**src/rtl/multicycle_control_pkg.sv**
```systemverilog
// Shared encodings for the multi-cycle MIPS main control: state codes, opcode/funct
// values, ALU control codes and datapath mux selects.
package multicycle_control_pkg;

  typedef enum logic [3:0] {
    S_IDLE      = 4'd0,
    S_FETCH     = 4'd1,
    S_LOAD_IR   = 4'd2,
    S_DECODE    = 4'd3,
    S_MEM_ADDR  = 4'd4,
    S_MEM_READ  = 4'd5,
    S_MEM_WB    = 4'd6,
    S_MEM_WRITE = 4'd7,
    S_EXECUTE   = 4'd8,
    S_ALU_WB    = 4'd9,
    S_ADDI_EXEC = 4'd10,
    S_ADDI_WB   = 4'd11,
    S_BRANCH    = 4'd12,
    S_JUMP      = 4'd13
  } state_t;

  localparam logic [5:0] OP_RTYPE = 6'h00;
  localparam logic [5:0] OP_J     = 6'h02;
  localparam logic [5:0] OP_BEQ   = 6'h04;
  localparam logic [5:0] OP_ADDI  = 6'h08;
  localparam logic [5:0] OP_LW    = 6'h23;
  localparam logic [5:0] OP_SW    = 6'h2B;

  localparam logic [5:0] FN_ADD = 6'h20;
  localparam logic [5:0] FN_SUB = 6'h22;
  localparam logic [5:0] FN_AND = 6'h24;
  localparam logic [5:0] FN_OR  = 6'h25;
  localparam logic [5:0] FN_NOR = 6'h27;
  localparam logic [5:0] FN_SLT = 6'h2A;

  // ALU control codes, shared with the datapath ALU
  localparam logic [3:0] ALU_AND = 4'b0000;
  localparam logic [3:0] ALU_OR  = 4'b0001;
  localparam logic [3:0] ALU_ADD = 4'b0010;
  localparam logic [3:0] ALU_SUB = 4'b0110;
  localparam logic [3:0] ALU_SLT = 4'b0111;
  localparam logic [3:0] ALU_NOR = 4'b1100;

  localparam logic [1:0] SRCB_REG     = 2'b00;
  localparam logic [1:0] SRCB_FOUR    = 2'b01;
  localparam logic [1:0] SRCB_IMM     = 2'b10;
  localparam logic [1:0] SRCB_IMM_SH2 = 2'b11;

  localparam logic [1:0] PCSRC_ALU    = 2'b00;
  localparam logic [1:0] PCSRC_ALUOUT = 2'b01;
  localparam logic [1:0] PCSRC_JUMP   = 2'b10;

  typedef struct packed {
    logic       reg_dst;
    logic       mem_read;
    logic       memto_reg;
    logic [3:0] alu_ctrl;
    logic       mem_write;
    logic       alu_src_a;
    logic [1:0] alu_src_b;
    logic       reg_write;
    logic       iord;
    logic       ir_write;
    logic       pc_write;
    logic       pc_write_cond;
    logic [1:0] pc_source;
  } ctrl_t;

  function automatic logic is_mem_wait(input state_t s);
    return (s == S_FETCH) || (s == S_MEM_READ) || (s == S_MEM_WRITE);
  endfunction

endpackage

```
**src/rtl/multicycle_control_if.sv**
```systemverilog
// Control bus between the main control FSM (master) and the MIPS datapath (slave).
interface multicycle_control_if #(
  parameter int unsigned COUNT_WIDTH = 32
);
  logic [31:0]            instruction;
  logic                   memReady;
  logic                   RegDst;
  logic                   MemRead;
  logic                   MemtoReg;
  logic [3:0]             ALUCtrl;
  logic                   MemWrite;
  logic                   ALUSrcA;
  logic [1:0]             ALUSrcB;
  logic                   RegWrite;
  logic                   IorD;
  logic                   IRWrite;
  logic                   PCWrite;
  logic                   PCWriteCond;
  logic [1:0]             PCSource;
  logic                   illegalInstr;
  logic                   busError;
  logic [COUNT_WIDTH-1:0] instrRetired;
  logic [3:0]             state;

  modport master (
    input  instruction, memReady,
    output RegDst, MemRead, MemtoReg, ALUCtrl, MemWrite, ALUSrcA, ALUSrcB,
           RegWrite, IorD, IRWrite, PCWrite, PCWriteCond, PCSource,
           illegalInstr, busError, instrRetired, state
  );

  modport slave (
    output instruction, memReady,
    input  RegDst, MemRead, MemtoReg, ALUCtrl, MemWrite, ALUSrcA, ALUSrcB,
           RegWrite, IorD, IRWrite, PCWrite, PCWriteCond, PCSource,
           illegalInstr, busError, instrRetired, state
  );
endinterface

```
**src/rtl/multicycle_control_alu_decode.sv**
```systemverilog
// R-type funct decoder: maps funct to the ALU control code and flags unsupported values.
module multicycle_control_alu_decode
  import multicycle_control_pkg::*;
(
  input  logic [5:0] funct_i,
  output logic [3:0] alu_ctrl_o,
  output logic       legal_o
);

  // funct lookup; unknown codes fall back to add and are marked illegal
  always_comb begin
    alu_ctrl_o = ALU_ADD;
    legal_o    = 1'b1;
    case (funct_i)
      FN_ADD:  alu_ctrl_o = ALU_ADD;
      FN_SUB:  alu_ctrl_o = ALU_SUB;
      FN_AND:  alu_ctrl_o = ALU_AND;
      FN_OR:   alu_ctrl_o = ALU_OR;
      FN_NOR:  alu_ctrl_o = ALU_NOR;
      FN_SLT:  alu_ctrl_o = ALU_SLT;
      default: begin
        alu_ctrl_o = ALU_ADD;
        legal_o    = 1'b0;
      end
    endcase
  end

endmodule

```
**src/rtl/multicycle_control.sv**
```systemverilog
// Multi-cycle MIPS main control FSM. Control outputs are decoded from the next state
// and registered on the same edge as the state, so write strobes are glitch-free.
module multicycle_control
  import multicycle_control_pkg::*;
#(
  parameter int unsigned MEM_TIMEOUT = 15,
  parameter int unsigned COUNT_WIDTH = 32
) (
  input  logic                 clk,
  input  logic                 rst_n,
  multicycle_control_if.master bus
);

  localparam logic [3:0] TIMEOUT_C = 4'(MEM_TIMEOUT);

  state_t                 state_q, state_d;
  ctrl_t                  ctrl_q, ctrl_d;
  logic [3:0]             wait_q, wait_d;
  logic                   illegal_q, illegal_d;
  logic                   bus_err_q, bus_err_d;
  logic [COUNT_WIDTH-1:0] retired_q, retired_d;

  logic [5:0] opcode_s;
  logic [5:0] funct_s;
  logic [3:0] exec_alu_s;
  logic       funct_legal_s;
  logic [3:0] wait_inc_s;
  logic       timeout_s;
  logic       retire_s;
  logic       unused_instr_s;

  assign opcode_s       = bus.instruction[31:26];
  assign funct_s        = bus.instruction[5:0];
  assign unused_instr_s = ^bus.instruction[25:6];

  multicycle_control_alu_decode u_alu_decode (
    .funct_i    (funct_s),
    .alu_ctrl_o (exec_alu_s),
    .legal_o    (funct_legal_s)
  );

  // Moore output table; ALU_WB keeps the ALU code chosen in EXECUTE
  function automatic ctrl_t state_ctrl(input state_t s, input logic [3:0] exec_alu,
                                       input logic [3:0] held_alu);
    ctrl_t c;
    c = '0;
    case (s)
      S_FETCH: c.mem_read = 1'b1;
      S_LOAD_IR: begin
        c.ir_write  = 1'b1;
        c.pc_write  = 1'b1;
        c.alu_src_b = SRCB_FOUR;
        c.alu_ctrl  = ALU_ADD;
        c.pc_source = PCSRC_ALU;
      end
      S_DECODE: begin
        c.alu_src_b = SRCB_IMM_SH2;
        c.alu_ctrl  = ALU_ADD;
      end
      S_MEM_ADDR, S_ADDI_EXEC: begin
        c.alu_src_a = 1'b1;
        c.alu_src_b = SRCB_IMM;
        c.alu_ctrl  = ALU_ADD;
      end
      S_MEM_READ: begin
        c.mem_read  = 1'b1;
        c.iord      = 1'b1;
        c.alu_src_a = 1'b1;
        c.alu_src_b = SRCB_IMM;
        c.alu_ctrl  = ALU_ADD;
      end
      S_MEM_WRITE: begin
        c.mem_write = 1'b1;
        c.iord      = 1'b1;
        c.alu_src_a = 1'b1;
        c.alu_src_b = SRCB_IMM;
        c.alu_ctrl  = ALU_ADD;
      end
      S_MEM_WB: begin
        c.reg_write = 1'b1;
        c.memto_reg = 1'b1;
      end
      S_EXECUTE: begin
        c.alu_src_a = 1'b1;
        c.alu_src_b = SRCB_REG;
        c.alu_ctrl  = exec_alu;
      end
      S_ALU_WB: begin
        c.reg_write = 1'b1;
        c.reg_dst   = 1'b1;
        c.alu_ctrl  = held_alu;
      end
      S_ADDI_WB: c.reg_write = 1'b1;
      S_BRANCH: begin
        c.alu_src_a     = 1'b1;
        c.alu_src_b     = SRCB_REG;
        c.alu_ctrl      = ALU_SUB;
        c.pc_write_cond = 1'b1;
        c.pc_source     = PCSRC_ALUOUT;
      end
      S_JUMP: begin
        c.pc_write  = 1'b1;
        c.pc_source = PCSRC_JUMP;
      end
      default: c = '0;
    endcase
    return c;
  endfunction

  assign wait_inc_s = wait_q + 4'd1;
  assign timeout_s  = !bus.memReady && (wait_inc_s == TIMEOUT_C);

  // Next-state, wait counter and pulse decode; wait_d stays non-zero only while waiting
  always_comb begin
    state_d   = state_q;
    wait_d    = 4'd0;
    illegal_d = 1'b0;
    bus_err_d = 1'b0;
    retire_s  = 1'b0;
    case (state_q)
      S_IDLE:    state_d = S_FETCH;
      S_FETCH: begin
        if (bus.memReady) begin
          state_d = S_LOAD_IR;
        end else if (timeout_s) begin
          bus_err_d = 1'b1;
        end else begin
          wait_d = wait_inc_s;
        end
      end
      S_LOAD_IR: state_d = S_DECODE;
      S_DECODE: begin
        case (opcode_s)
          OP_LW, OP_SW: state_d = S_MEM_ADDR;
          OP_ADDI:      state_d = S_ADDI_EXEC;
          OP_BEQ:       state_d = S_BRANCH;
          OP_J:         state_d = S_JUMP;
          OP_RTYPE: begin
            if (funct_legal_s) begin
              state_d = S_EXECUTE;
            end else begin
              state_d   = S_FETCH;
              illegal_d = 1'b1;
            end
          end
          default: begin
            state_d   = S_FETCH;
            illegal_d = 1'b1;
          end
        endcase
      end
      S_MEM_ADDR: state_d = (opcode_s == OP_SW) ? S_MEM_WRITE : S_MEM_READ;
      S_MEM_READ: begin
        if (bus.memReady) begin
          state_d = S_MEM_WB;
        end else if (timeout_s) begin
          state_d   = S_FETCH;
          bus_err_d = 1'b1;
        end else begin
          wait_d = wait_inc_s;
        end
      end
      S_MEM_WRITE: begin
        if (bus.memReady) begin
          state_d  = S_FETCH;
          retire_s = 1'b1;
        end else if (timeout_s) begin
          state_d   = S_FETCH;
          bus_err_d = 1'b1;
        end else begin
          wait_d = wait_inc_s;
        end
      end
      S_EXECUTE:   state_d = S_ALU_WB;
      S_ADDI_EXEC: state_d = S_ADDI_WB;
      S_MEM_WB, S_ALU_WB, S_ADDI_WB, S_BRANCH, S_JUMP: begin
        state_d  = S_FETCH;
        retire_s = 1'b1;
      end
      default: state_d = S_IDLE;
    endcase
  end

  // Output and counter next values follow from the chosen next state
  always_comb begin
    ctrl_d    = state_ctrl(state_d, exec_alu_s, ctrl_q.alu_ctrl);
    retired_d = retire_s ? (retired_q + COUNT_WIDTH'(1)) : retired_q;
  end

  // State, registered outputs, wait counter and retire counter
  always_ff @(posedge clk or negedge rst_n) begin
    if (!rst_n) begin
      state_q   <= S_IDLE;
      ctrl_q    <= '0;
      wait_q    <= 4'd0;
      illegal_q <= 1'b0;
      bus_err_q <= 1'b0;
      retired_q <= '0;
    end else begin
      state_q   <= state_d;
      ctrl_q    <= ctrl_d;
      wait_q    <= wait_d;
      illegal_q <= illegal_d;
      bus_err_q <= bus_err_d;
      retired_q <= retired_d;
    end
  end

  assign bus.RegDst       = ctrl_q.reg_dst;
  assign bus.MemRead      = ctrl_q.mem_read;
  assign bus.MemtoReg     = ctrl_q.memto_reg;
  assign bus.ALUCtrl      = ctrl_q.alu_ctrl;
  assign bus.MemWrite     = ctrl_q.mem_write;
  assign bus.ALUSrcA      = ctrl_q.alu_src_a;
  assign bus.ALUSrcB      = ctrl_q.alu_src_b;
  assign bus.RegWrite     = ctrl_q.reg_write;
  assign bus.IorD         = ctrl_q.iord;
  assign bus.IRWrite      = ctrl_q.ir_write;
  assign bus.PCWrite      = ctrl_q.pc_write;
  assign bus.PCWriteCond  = ctrl_q.pc_write_cond;
  assign bus.PCSource     = ctrl_q.pc_source;
  assign bus.illegalInstr = illegal_q;
  assign bus.busError     = bus_err_q;
  assign bus.instrRetired = retired_q;
  assign bus.state        = state_q;

endmodule

```
**src/flat_wrapper.sv**
```systemverilog
// flat-port wrapper written by rule: the top's interface ports become plain ports
module multicycle_control_flat import multicycle_control_pkg::*;
#(
  parameter int unsigned MEM_TIMEOUT = 15,
  parameter int unsigned COUNT_WIDTH = 32
)
  (clk, rst_n, bus_instruction, bus_memReady, bus_RegDst, bus_MemRead, bus_MemtoReg, bus_ALUCtrl, bus_MemWrite, bus_ALUSrcA, bus_ALUSrcB, bus_RegWrite, bus_IorD, bus_IRWrite, bus_PCWrite, bus_PCWriteCond, bus_PCSource, bus_illegalInstr, bus_busError, bus_instrRetired, bus_state);
  multicycle_control_if #(.COUNT_WIDTH(COUNT_WIDTH)) bus_i ();
  input  logic clk;
  input  logic rst_n;
  input wire logic [$bits(bus_i.instruction)-1:0] bus_instruction;
  input wire logic [$bits(bus_i.memReady)-1:0] bus_memReady;
  output wire logic [$bits(bus_i.RegDst)-1:0] bus_RegDst;
  output wire logic [$bits(bus_i.MemRead)-1:0] bus_MemRead;
  output wire logic [$bits(bus_i.MemtoReg)-1:0] bus_MemtoReg;
  output wire logic [$bits(bus_i.ALUCtrl)-1:0] bus_ALUCtrl;
  output wire logic [$bits(bus_i.MemWrite)-1:0] bus_MemWrite;
  output wire logic [$bits(bus_i.ALUSrcA)-1:0] bus_ALUSrcA;
  output wire logic [$bits(bus_i.ALUSrcB)-1:0] bus_ALUSrcB;
  output wire logic [$bits(bus_i.RegWrite)-1:0] bus_RegWrite;
  output wire logic [$bits(bus_i.IorD)-1:0] bus_IorD;
  output wire logic [$bits(bus_i.IRWrite)-1:0] bus_IRWrite;
  output wire logic [$bits(bus_i.PCWrite)-1:0] bus_PCWrite;
  output wire logic [$bits(bus_i.PCWriteCond)-1:0] bus_PCWriteCond;
  output wire logic [$bits(bus_i.PCSource)-1:0] bus_PCSource;
  output wire logic [$bits(bus_i.illegalInstr)-1:0] bus_illegalInstr;
  output wire logic [$bits(bus_i.busError)-1:0] bus_busError;
  output wire logic [$bits(bus_i.instrRetired)-1:0] bus_instrRetired;
  output wire logic [$bits(bus_i.state)-1:0] bus_state;
  assign bus_i.instruction = bus_instruction;
  assign bus_i.memReady = bus_memReady;
  assign bus_RegDst = bus_i.RegDst;
  assign bus_MemRead = bus_i.MemRead;
  assign bus_MemtoReg = bus_i.MemtoReg;
  assign bus_ALUCtrl = bus_i.ALUCtrl;
  assign bus_MemWrite = bus_i.MemWrite;
  assign bus_ALUSrcA = bus_i.ALUSrcA;
  assign bus_ALUSrcB = bus_i.ALUSrcB;
  assign bus_RegWrite = bus_i.RegWrite;
  assign bus_IorD = bus_i.IorD;
  assign bus_IRWrite = bus_i.IRWrite;
  assign bus_PCWrite = bus_i.PCWrite;
  assign bus_PCWriteCond = bus_i.PCWriteCond;
  assign bus_PCSource = bus_i.PCSource;
  assign bus_illegalInstr = bus_i.illegalInstr;
  assign bus_busError = bus_i.busError;
  assign bus_instrRetired = bus_i.instrRetired;
  assign bus_state = bus_i.state;
  multicycle_control #(.MEM_TIMEOUT(MEM_TIMEOUT), .COUNT_WIDTH(COUNT_WIDTH)) u_core (.clk(clk), .rst_n(rst_n), .bus(bus_i));
endmodule
```
**config.mk**
```make
export PLATFORM = sky130hd
export DESIGN_NAME = multicycle_control_flat
export DESIGN_NICKNAME = d
export VERILOG_FILES = /design/src/rtl/multicycle_control_pkg.sv /design/src/rtl/multicycle_control_if.sv /design/src/rtl/multicycle_control_alu_decode.sv /design/src/rtl/multicycle_control.sv /design/src/flat_wrapper.sv
export SDC_FILE = /design/constraint.sdc
export NUM_CORES = 1
export LEC_CHECK = 0
export BUFFER_PORTS_ARGS = -buffer_cell sky130_fd_sc_hd__buf_4
export CORE_ASPECT_RATIO = 0.75
export CORE_UTILIZATION = 35
export CTS_CLUSTER_DIAMETER = 40
export CTS_CLUSTER_SIZE = 24
export DETAILED_ROUTE_END_ITERATION = 6
export PLACE_DENSITY = 0.63
export SLEW_MARGIN = 20
export SYNTH_ARGS = -nofsm -noshare
export SYNTH_HDL_FRONTEND = slang
export SYNTH_SLANG_ARGS = --single-unit
```
**constraint.sdc**
```tcl
create_clock -name clk -period 5.1 [get_ports clk]
set_clock_uncertainty 0.2 [all_clocks]
set_input_delay 0.51 -clock clk [delete_from_list [all_inputs] [get_ports clk]]
set_output_delay 0.51 -clock clk [all_outputs]
set_load 0.02 [all_outputs]
```
==> flow_summary.toml <==
[timing]
timing.final.max_slew_violations = 0
setup_viol = 0
fin_tns_setup_ns = 0
max-slew-margin-rel_pct = 45.25
worstMarginPinSlew_ns = 0.8182
hold_ws_ns = 0.008853
final-hold-violation-count = 0
finalWorstPathRequiredPeriod_ns = 2.536
post-route-period-util_pct = 49.73
setup_ws_ns = 2.564
rsz0062_at_grt = "false"
fmax_mhz = 394.3

[detailed_routing]
wl_per_cell_um = 13.67
drc = 0
ant_nets = 0
dr_total_vias = 2227
wl_um = 6152
drtIter0Drc = 85
dr.pass1.iters = 4
viasPerCell = 4.949

[floorplan]
die-area_um2 = 8574
dieHeight_um = 80.44
start_util_pct = 36.27
coreArea_um2 = 7918
ios = 91
rows = 28
die_w_um = 106.6

[synthesis]
postSynthCellCount = 268
synth-simple-area-share_pct = 22.70
synth.area.mux_share_pct = 1.133
synth_edf_count = 0
synth_commonest_cells = "59 x dfrtp_1, 28 x xnor2_1, 21 x nand2_1, 21 x nand3_1, 15 x nor2_1"
syn_avg_cell_area_um2 = 10.71
synth_area_um2 = 2872
seq_area_frac_synth_pct = 51.42
synth_warnings = 0
synthArstFlopShare_pct = 100.0
yosysUniqueCellTypes = 56
synth.most_common_cell = "dfrtp_1"
syn-num-nets = 306
synth.area.top_cells = "dfrtp_1 51%, xnor2_1 8.5%, nand3_1 3.7%"
synth_top_family_by_area = "simple AND/OR/NAND/NOR gates"
synth_xor_area_share_pct = 10.37
yosysTopAreaCell = "dfrtp_1"
synthAdderAreaFrac_pct = 1.656
synth_ff_type = "dfrtp_1"
synth_compound_area_share_pct = 9.020
ys_ff_latch = 59
synth_top_area_share_pct = 51.42

[cts]
postCtsSetupBuffers = 0
numClockSinks = 59
cts_tree = "built"
cts_resized = 0
numCtsBuffers = 9
cts_max_level = 3
cts-root-buf = "clkbuf_8"
postCtsHoldBufs = 0
cts_max_path_buffers = 2
insertion_delay_ns = 0.34
path_clk_slew_ns = 0.07

[final_layout]
fillCellCount = 766
areaGrowthSynthToFinish_pct = 28.71
antenna_cells = 0
fin_area_um2 = 3696
nNetsFinal = 378
fin_util_pct = 46.68
drive_gt1_share_pct = 29.28

[worst_hold_path]
hold_class = "input pin to async pin"

[power_and_ir_drop]
p_per_area_nw_per_um2 = 407.8
leakagePower_nw = 1.725
peakVddDrop_uv = 202.0

[job]
maxCapViolations = 0

[global_route]
grt_max_degree = 60
grt-ovfl-total = 0
antenna_found_initial = 0
first_global_vias = 2063
grtUsageTotal_pct = 15.37
grt_pass1_wl_um = 10180

[placed_design]
dpl.hpwl_um = 4320
post_dp_cell_area_um2 = 3475
place_ws_ns = 2.337
port_buffers = 70
gp_congestion = 0.8279

[worst_setup_path]
crit_chain = "and4_1 -> and4_1 -> nand3_1 -> nor2_1 -> nand4_1 -> xnor2_1"
cp.required_ns = 5.12
arrival_ns = 2.55
path_class = "register to register"
cp-end-kind = "register"
max_stage_delay_ns = 0.64
startpoint_type = "register"
crit_buf_inv = 0
slowest_stage = "nor2_1"
crit_fanout = 12
ff2ff_setup_slack_ns = 2.56
path_common_cell = "and4_1"
critical_path.top_delay_family = "simple AND/OR/NAND/NOR gates"

[run_status]
status = "complete, no violations"
[metrics by stage]
stage               cells  total power, W
global route          450        0.001595
finish                450        0.001507
detailed placement    434        0.001052
floorplan             268       0.0008831
CTS                   450        0.001527
global placement      434        0.001046
[kinds of logic (layout without fill, tap and decap cells)]
group	count (synthesis)	count (layout)
AND/OR/NAND/NOR	113	113
flip-flops	59	59
XOR/XNOR	34	34
AO/OA/AOI/OAI	33	33
buffers and inverters	22	99
adder cells (fa/ha/maj)	4	4
multiplexers	3	3
[layout make-up]
cell class	count	area (µm²)	share of cell area, %
multi-input cells	187	1292	34.97
clock buffers	10	127.6	3.453
flip-flops and latches	59	1476	39.95
clock inverters	6	90.09	2.437
inverters	12	45.04	1.219
well taps	105	131.4	3.555
repair buffers	71	533.0	14.42
[layer usage]
| layer | global-route usage (%) | vias up | wire, µm |
|---|---|---|---|
| met1 | 20.69 | 1081 | 3025 |
| li1 | - | 1092 | - |
| met5 | 0 | - | 0 |
| met2 | 22.77 | 49 | 2796 |
| met3 | 5.276 | 5 | 265 |
| met4 | 5.616 | 0 | 64 |
[state kept, by name, indices dropped and copies added (netlist names)]
register	flops
u_core.bus.instrRetired	32
u_core.bus.ALUCtrl	4
u_core.bus.state	4
u_core.wait_q	4
u_core.bus.ALUSrcB	2
u_core.bus.PCSource	2
u_core.bus.ALUSrcA	1
u_core.bus.IRWrite	1
u_core.bus.IorD	1
u_core.bus.MemRead	1
u_core.bus.MemWrite	1
u_core.bus.MemtoReg	1
u_core.bus.PCWrite	1
u_core.bus.RegDst	1
u_core.bus.RegWrite	1
u_core.bus.busError	1
u_core.bus.illegalInstr	1
[placed cells by master (no fill, tap or decap), types with 2 or more instances in the layout]
master / n
nand4_1: 10
xor2_1: 6
nand4b_1: 2
and3_1: 7
xnor2_1: 28
nand3b_1: 2
nor2_1: 15
o21ai_0: 5
and4_1: 3
or3_1: 2
a21oi_1: 4
nor3_1: 4
clkbuf_8: 9
nand2b_1: 5
dfrtp_1: 59
nand2_1: 21
nor2b_1: 4
nor4_1: 2
nor3b_1: 3
o31a_1: 3
nand3_1: 21
bufinv_16: 2
mux2_2: 2
inv_1: 11
a211oi_1: 2
o21a_2: 2
clkinv_4: 2
buf_4: 71
o31ai_1: 3
ha_1: 3
o21a_1: 2
[final timing paths]
| path | from | endpoint | depth (start not counted) |
|---|---|---|---|
| min reg2reg | u_core.bus.ALUCtrl[3]$_DFFE_PN0N_ | u_core.bus.ALUCtrl[3]$_DFFE_PN0N_ | 2 |
| min in group clk | bus_instruction[27] | u_core.bus.PCSource[0]$_DFF_PN0_ | 2 |
| max | u_core.bus.instrRetired[3]$_DFFE_PN0P_ | u_core.bus.instrRetired[24]$_DFFE_PN0P_ | 6 |
| max in group asynchronous | rst_n | u_core.wait_q[3]$_DFF_PN0_ | 1 |
| min | rst_n | u_core.bus.instrRetired[11]$_DFFE_PN0P_ | 1 |
| max reg2reg | u_core.bus.instrRetired[3]$_DFFE_PN0P_ | u_core.bus.instrRetired[24]$_DFFE_PN0P_ | 6 |
[report_power, final]
group / leakage, nW / total, W / internal [W] / switching, W
Clock: 0.106 / 0.000464 / 0.000276 / 0.000188
Combinational: 0.822 / 0.000435 / 0.000189 / 0.000246
Sequential: 0.797 / 0.000609 / 0.000530 / 0.0000787
No activity file was read; power rests on OpenSTA's default activity.
